## src/rtl/time_of_day_counter.sv

```systemverilog
// Hour:minute:second time-of-day counter advanced by a qualified seconds tick,
// with validated runtime set, 12-hour display view, rollover pulses and alarm match.
module time_of_day_counter #(
    parameter int HOURS = 24,
    parameter int MINS  = 60,
    parameter int SECS  = 60,
    parameter int HW    = 5,
    parameter int MW    = 6,
    parameter int SW    = 6
) (
    input  logic          slowclk,
    input  logic          reset,
    input  logic          tick,
    input  logic          run,
    input  logic          set_en,
    input  logic [HW-1:0] set_h,
    input  logic [MW-1:0] set_m,
    input  logic [SW-1:0] set_s,
    input  logic          mode_12h,
    input  logic          alarm_en,
    input  logic [HW-1:0] alarm_h,
    input  logic [MW-1:0] alarm_m,
    output logic [HW-1:0] hour,
    output logic [MW-1:0] min,
    output logic [SW-1:0] sec,
    output logic [HW-1:0] disp_hour,
    output logic          pm,
    output logic          sec_wrap,
    output logic          min_wrap,
    output logic          day_wrap,
    output logic          set_err,
    output logic          alarm_hit
);

    localparam logic [HW-1:0] HOUR_MAX  = HW'(HOURS - 1);
    localparam logic [MW-1:0] MIN_MAX   = MW'(MINS - 1);
    localparam logic [SW-1:0] SEC_MAX   = SW'(SECS - 1);
    localparam logic [HW:0]   HOUR_LIM  = (HW + 1)'(HOURS);
    localparam logic [MW:0]   MIN_LIM   = (MW + 1)'(MINS);
    localparam logic [SW:0]   SEC_LIM   = (SW + 1)'(SECS);
    localparam logic [HW-1:0] HOUR_NOON = HW'(12);
    localparam logic [HW-1:0] HOUR_ZERO = HW'(0);
    localparam logic [MW-1:0] MIN_ZERO  = MW'(0);
    localparam logic [SW-1:0] SEC_ZERO  = SW'(0);
    localparam bit            IS_24H    = (HOURS == 24);

    logic [HW-1:0] hour_q, hour_d;
    logic [MW-1:0] min_q, min_d;
    logic [SW-1:0] sec_q, sec_d;
    logic          sec_wrap_q, sec_wrap_d;
    logic          min_wrap_q, min_wrap_d;
    logic          day_wrap_q, day_wrap_d;
    logic          set_err_q, set_err_d;
    logic          alarm_hit_q, alarm_hit_d;

    logic          set_ok_s;
    logic          count_s;
    logic [HW-1:0] hour_mod_s;
    logic [HW-1:0] disp_hour_s;
    logic          pm_s;

    // Set request validation; one extra bit keeps the limit compare exact at full field width.
    always_comb begin
        set_ok_s = ({1'b0, set_h} < HOUR_LIM) &&
                   ({1'b0, set_m} < MIN_LIM)  &&
                   ({1'b0, set_s} < SEC_LIM);
    end

    // A count step needs a qualified tick and no competing set this edge.
    always_comb begin
        count_s = tick && run && !set_en;
    end

    // Next-state: set beats count beats hold; carries ripple sec -> min -> hour.
    always_comb begin
        hour_d      = hour_q;
        min_d       = min_q;
        sec_d       = sec_q;
        sec_wrap_d  = 1'b0;
        min_wrap_d  = 1'b0;
        day_wrap_d  = 1'b0;
        set_err_d   = 1'b0;
        alarm_hit_d = 1'b0;
        if (set_en) begin
            if (set_ok_s) begin
                hour_d = set_h;
                min_d  = set_m;
                sec_d  = set_s;
            end else begin
                set_err_d = 1'b1;
            end
        end else if (count_s) begin
            if (sec_q < SEC_MAX) begin
                sec_d = sec_q + SW'(1);
            end else begin
                sec_d      = SEC_ZERO;
                sec_wrap_d = 1'b1;
                if (min_q < MIN_MAX) begin
                    min_d = min_q + MW'(1);
                end else begin
                    min_d      = MIN_ZERO;
                    min_wrap_d = 1'b1;
                    if (hour_q < HOUR_MAX) begin
                        hour_d = hour_q + HW'(1);
                    end else begin
                        hour_d     = HOUR_ZERO;
                        day_wrap_d = 1'b1;
                    end
                end
            end
            // Only a counted arrival at hh:mm:00 fires, so holding or setting never re-triggers.
            alarm_hit_d = alarm_en && (hour_d == alarm_h) && (min_d == alarm_m) &&
                          (sec_d == SEC_ZERO);
        end else begin
            hour_d = hour_q;
        end
    end

    // Time and pulse registers with asynchronous clear.
    always_ff @(posedge slowclk or posedge reset) begin
        if (reset) begin
            hour_q      <= HOUR_ZERO;
            min_q       <= MIN_ZERO;
            sec_q       <= SEC_ZERO;
            sec_wrap_q  <= 1'b0;
            min_wrap_q  <= 1'b0;
            day_wrap_q  <= 1'b0;
            set_err_q   <= 1'b0;
            alarm_hit_q <= 1'b0;
        end else begin
            hour_q      <= hour_d;
            min_q       <= min_d;
            sec_q       <= sec_d;
            sec_wrap_q  <= sec_wrap_d;
            min_wrap_q  <= min_wrap_d;
            day_wrap_q  <= day_wrap_d;
            set_err_q   <= set_err_d;
            alarm_hit_q <= alarm_hit_d;
        end
    end

    // 12-hour view: fold afternoon hours down, and show midnight/noon as 12.
    always_comb begin
        if (hour_q >= HOUR_NOON) begin
            hour_mod_s = hour_q - HOUR_NOON;
        end else begin
            hour_mod_s = hour_q;
        end
        if (mode_12h && IS_24H) begin
            pm_s = (hour_q >= HOUR_NOON);
            if (hour_mod_s == HOUR_ZERO) begin
                disp_hour_s = HOUR_NOON;
            end else begin
                disp_hour_s = hour_mod_s;
            end
        end else begin
            pm_s        = 1'b0;
            disp_hour_s = hour_q;
        end
    end

    assign hour      = hour_q;
    assign min       = min_q;
    assign sec       = sec_q;
    assign sec_wrap  = sec_wrap_q;
    assign min_wrap  = min_wrap_q;
    assign day_wrap  = day_wrap_q;
    assign set_err   = set_err_q;
    assign alarm_hit = alarm_hit_q;
    assign disp_hour = disp_hour_s;
    assign pm        = pm_s;

endmodule
```

## config.mk

```make
export PLATFORM = sky130hd
export DESIGN_NAME = time_of_day_counter
export DESIGN_NICKNAME = d
export VERILOG_FILES = /design/src/rtl/time_of_day_counter.sv
export SDC_FILE = /design/constraint.sdc
export NUM_CORES = 1
export LEC_CHECK = 0
export CAP_MARGIN = 20
export CORE_AREA = 2 2 66 68
export CTS_BUF_LIST = sky130_fd_sc_hd__clkbuf_4 sky130_fd_sc_hd__clkbuf_8 sky130_fd_sc_hd__clkbuf_16
export DETAILED_ROUTE_END_ITERATION = 6
export DIE_AREA = 0 0 68 70
export GPL_TIMING_DRIVEN = 1
export PLACE_DENSITY = 0.85
export SLEW_MARGIN = 15
export SYNTH_ARGS = -nofsm -noshare
export SYNTH_HDL_FRONTEND = slang
export SYNTH_SLANG_ARGS = --single-unit
```

## constraint.sdc

```tcl
create_clock -name slowclk -period 3.99 [get_ports slowclk]
set_clock_uncertainty 0.2 [all_clocks]
set_input_delay 0.9975 -clock slowclk [delete_from_list [all_inputs] [get_ports slowclk]]
set_output_delay 0.9975 -clock slowclk [all_outputs]
set_load 0.02 [all_outputs]
```

# --- Yosys cells after proc, flatten, opt, wreduce, memory -nomap -nowiden ---
# Index checks and enable logic that the tools add are counted.
# W data, S select, Z words.
word_totals:
  reg_bits: 22
  inputBits: 35
  out_inout_bits: 28
  elab_cells: 75
op_classes:
  n_eq_ne: 3
  reduce_logical: 12
  order_cmp: 7
  addsub: 4
  mux: 41
op_table:
  columns: ["op", "n"]
  rows:
  - ["$mux W6", 13]
  - ["$mux W5", 11]
  - ["$lt A6 B6 Y1 const B", 4]
  - ["$mux W1", 17]
  - ["$add A6 B1 Y6 const B", 2]
  - ["$lt A5 B5 Y1 const B", 2]
  - ["$logic_and A1 B1 Y1", 7]
  - ["$eq A6 B6 Y1", 1]
  - ["$logic_not A6 Y1", 1]
  - ["$add A5 B1 Y5 const B", 1]
  - ["$eq A5 B5 Y1", 1]
  - ["$ge A5 B4 Y1 const B", 1]
  - ["$logic_not A5 Y1", 1]
  - ["$sub A5 B4 Y5 const B", 1]
  - ["$ne A2 B1 Y1 const B", 1]
  - ["$reduce_and A2 Y1", 1]
  - ["$reduce_bool A2 Y1", 1]
  - ["$logic_not A1 Y1", 1]

# --- Logic depth before layout (Yosys ltp) ---
# Gate-level depths: netlist of run 1.
depth:
  ltp_word: 12
  depth_mapped: 9
  depth_no_buf: 8

# --- Worst setup path before layout of run 1 ---
# OpenSTA, ideal clock, no wires.
synth_timing:
  kind: "reg-to-output"
  from: "register hour_q[0], in the netlist hour[0]"
  to: "output disp_hour[2]"
  arrival_time_ns: 1.998
  path_buffers: 0
  path_stages_with_launch: 9
  path_slack_ns: 0.795
  cell_sequence: "dfrtp_1 inv_1 ha_1 nand2_1 nand2_1 a21oi_1 nor2b_1 nor2_1 o21ai_0"
synth_between:
  elab_chain_cells: 5
synth_lines:
  columns: ["element", "line", "source"]
  rows:
  - ["from (decl)", "47", "logic [HW-1:0] hour_q, hour_d;"]
  - ["from (signal assigned)", "131", "hour_q <= hour_d;"]
  - ["$sub A5 B4 Y5 or $ge A5 B4 Y1 (tied branches)", "145, 144", null]
  - ["$mux W5 *", "144", "if (hour_q >= HOUR_NOON) begin"]
  - ["$logic_not A5 Y1", "151", "if (hour_mod_s == HOUR_ZERO) begin"]
  - ["$mux W5 *", "151", null]
  - ["$mux W5 *", "149", "if (mode_12h && IS_24H) begin"]
  - ["to (decl)", "26", "output logic [HW-1:0] disp_hour,"]
# Mark *: on every way between the ends. The rest lies on a longest branch, timed or not.

# --- Final worst setup path of run 1 ---
layout_timing:
  from: "input mode_12h"
  to: "output disp_hour[3]"
layout_between:
  elab_chain_cells: 1
layout_lines:
  columns: ["element", "line", "source"]
  rows:
  - ["from (decl)", "19", "input logic mode_12h,"]
  - ["$mux W5", "149", null]
# No other way between the ends.

==> metrics, run 1 <==
TritonCTS buffer count 3; clk slew on worst S/H paths 0.08 ns; max cap viols 0; Routability Congestion 0.878; status finished clean; Synth area leader dfrtp_1; Post-DP Area 2580 um2; VDD IR max 0.188 mV; site row count 24; Initial Utilization 0.482; Clk Latency, worst-skew pair 0.27 ns; crit path to disp_hour[3]; r2r setup slk 0.95 ns; post-synthesis sequential area ratio 0.276; Die Y-Extent 70 um; antenna violations before repair 0; Top FF cell, synth dfrtp_1; Synth area leaders dfrtp_1, o21ai_0, a21oi_1, nor2_1, mux2i_1; FF+latch count, synth 22; Final Hold Viols 0; post-route cell area 2660 um2; final worst path period need 3.85 ns; Hold Path Depth 2; Post-CTS Hold Fix Bufs 0; PortBufs 62; synth cell count leaders nor2_1, o21ai_0, dfrtp_1, a21oi_1, nand2_1; cells after synthesis 250; EDFF count, synth 0; Slowest-stage cell, CP clkdlybuf4s50_1; synth-to-layout area growth 33.4%; I/O pin cnt 63; RSZ-0062 raised after global routing false; final setup fails 0; Die Wd 68 um; post-synthesis net count 290; Yosys cell types 62; Yosys warnings 0; post-CTS setup buffers 0; CTS tree built; worst reg2reg startpoint sec[0]; final std cells w/o fill 354; delay-heaviest family, CP buffers and inverters; DP HPWL 4090 um; Leakage 1.06 nW; Critical Path Start mode_12h; crit path launch type input port; via count 2186; Slew Limit Fails 0; CP Cell Sequence clkdlybuf4s50_1 > nand2_1 > a31oi_1 > nand3_1 > o21ai_0 > clkdlybuf4s50_1; core area 4140 um2; # DRC 0; FFs w/ async S/R, synth 1.00; Reg2Reg Depth 7; cell area after synthesis 2000 um2; post-synth top area share 0.276; crit path max fanout 5; Iteration-0 DRC Markers 186; DRT Pass-1 Iters 5; Worst Path Buf+Inv 2; critical path class in2out; max incr delay on CP 0.62 ns; clock tree root buffer cell clkbuf_8; total global-route track usage 0.240; WP data arrival 2.65 ns; largest net degree at the start of global routing 23; GR Overflow Total 0; pwr/cell area 424 nW/um2; vias per inst 6.18; share of the clock period used by the worst path 0.964; vias in the first global route 1891; mean routed wirelength per cell 15.7 um; Post-Route WL 5560 um; Final #Nets 343; Clock Path Buffers 2; actual slew at the worst max-slew pin 0.836 ns; first-pass GRT wire length 8940 um; Post-DRT Antenna Nets 0; CTS HTree Levels 1; Rel. slew slack 0.442; hold slack 0.334 ns; cell depth of the worst setup path 6; Min-Delay Path Class reg2reg; diode count 0; r2r endpoint alarm_hit; Peak Freq 0.260 GHz; share of cells above drive strength 1 0.0762; cell mode on critical path clkdlybuf4s50_1; setup TNS 0 ns; Avg Inst Size Synth 7.98 um2; Sink Count 22; CP required 2.79 ns; placed cell count 350; crit end category primary output; die area 4760 um2
## worst min-delay path: stages (launching register included)
cell and delay (ns):
dfrtp_1 0.39, nand2_1 0.05, o21ai_0 0.06
## worst min-delay path by stage
stage                   to  slack [ns]    from
floorplan           sec[1]        0.42  sec[1]
global placement    sec[1]        0.32  sec[1]
detailed placement  sec[1]        0.32  sec[1]
CTS                 sec[1]        0.34  sec[1]
global route        sec[1]        0.39  sec[1]
finish              sec[1]        0.33  sec[1]
## power breakdown
part | total [mW] | internal (mW) | switching [mW]
Combinational | 0.553 | 0.264 | 0.289
Sequential | 0.361 | 0.262 | 0.0992
Clock | 0.213 | 0.134 | 0.0791
## per-layer routing
| layer | part of all wire | routed length (um) | vias up | global-route usage |
|---|---|---|---|---|
| met5 | 0 | 0 | - | 0 |
| li1 | - | - | 1039 | - |
| met3 | 0.085 | 473 | 12 | 0.0322 |
| met1 | 0.44 | 2460 | 1015 | 0.359 |
| met4 | 0.017 | 92 | 0 | 0.0667 |
| met2 | 0.46 | 2530 | 120 | 0.359 |
## flip-flops by register name, summed over array words and instances (netlist names)
name and count:
alarm_hit 1, day_wrap 1, hour 5, min 6
min_wrap 1, sec 6, sec_wrap 1, set_err 1
## repair_timing
action                                  4_1_cts  5_1_grt
endpoints found under the setup margin        0        2
endpoints found under the hold margin         0        0
gates resized for setup                       0        4
## metrics by stage
stage	total power [mW]	setup WS, ns	utilization
floorplan	0.721	0.795	-
global placement	0.898	0.204	0.623
detailed placement	0.908	0.138	0.623
CTS	1.12	0.134	0.640
global route	1.20	0.0308	0.642
finish	1.13	0.145	0.642
## cell usage in the layout (no fill, tap or decap), types with 3 or more instances in the layout
cell	synthesis	layout
clkdlybuf4s50_1	0	61
o21ai_0	26	26
nor2_1	26	26
a21oi_1	20	20
dfrtp_1	22	20
nand2_1	18	18
nand3_1	10	10
mux2i_1	9	9
a31oi_1	8	8
inv_1	7	7
nor3_1	7	7
nand4_1	6	6
xnor2_1	6	6
ha_1	5	5
buf_4	0	5
nor2b_1	4	4
a22oi_1	4	4
o2111a_1	3	3
and3_1	3	3
a31o_2	3	3
clkbuf_8	1	3
## kinds of logic (layout without fill, tap and decap cells)
kind of cell,after synthesis,in the layout,synth area share
and+or+nand+nor,90,90,0.231
AOI/OAI and AO/OA,89,89,0.293
buffers and inverters,26,78,0.0828
DFF,22,22,0.276
muxes,9,9,0.0451
xor gates and xnor gates,8,8,0.0351
adders and majority gates,6,6,0.0364
## final cells by class
class / instances / area [um2]
Inverter: 7 / 26.3
Clock inverter: 1 / 30.0
Fill cell: 369 / 1480
Tap cell: 52 / 65.1
Multi-Input combinational cell: 202 / 1280
Timing Repair Buffer: 67 / 661
Sequential cell: 22 / 553
Clock buffer: 3 / 41.3
Note: power is estimated with default switching activity, not from simulation.
==> run 2, diff against run 1 <==
- ABC_CLOCK_PERIOD_IN_PS: unset -> 3990
==> results of run 2 <==
Final layout, timing and power as in run 1 (identical DEF).
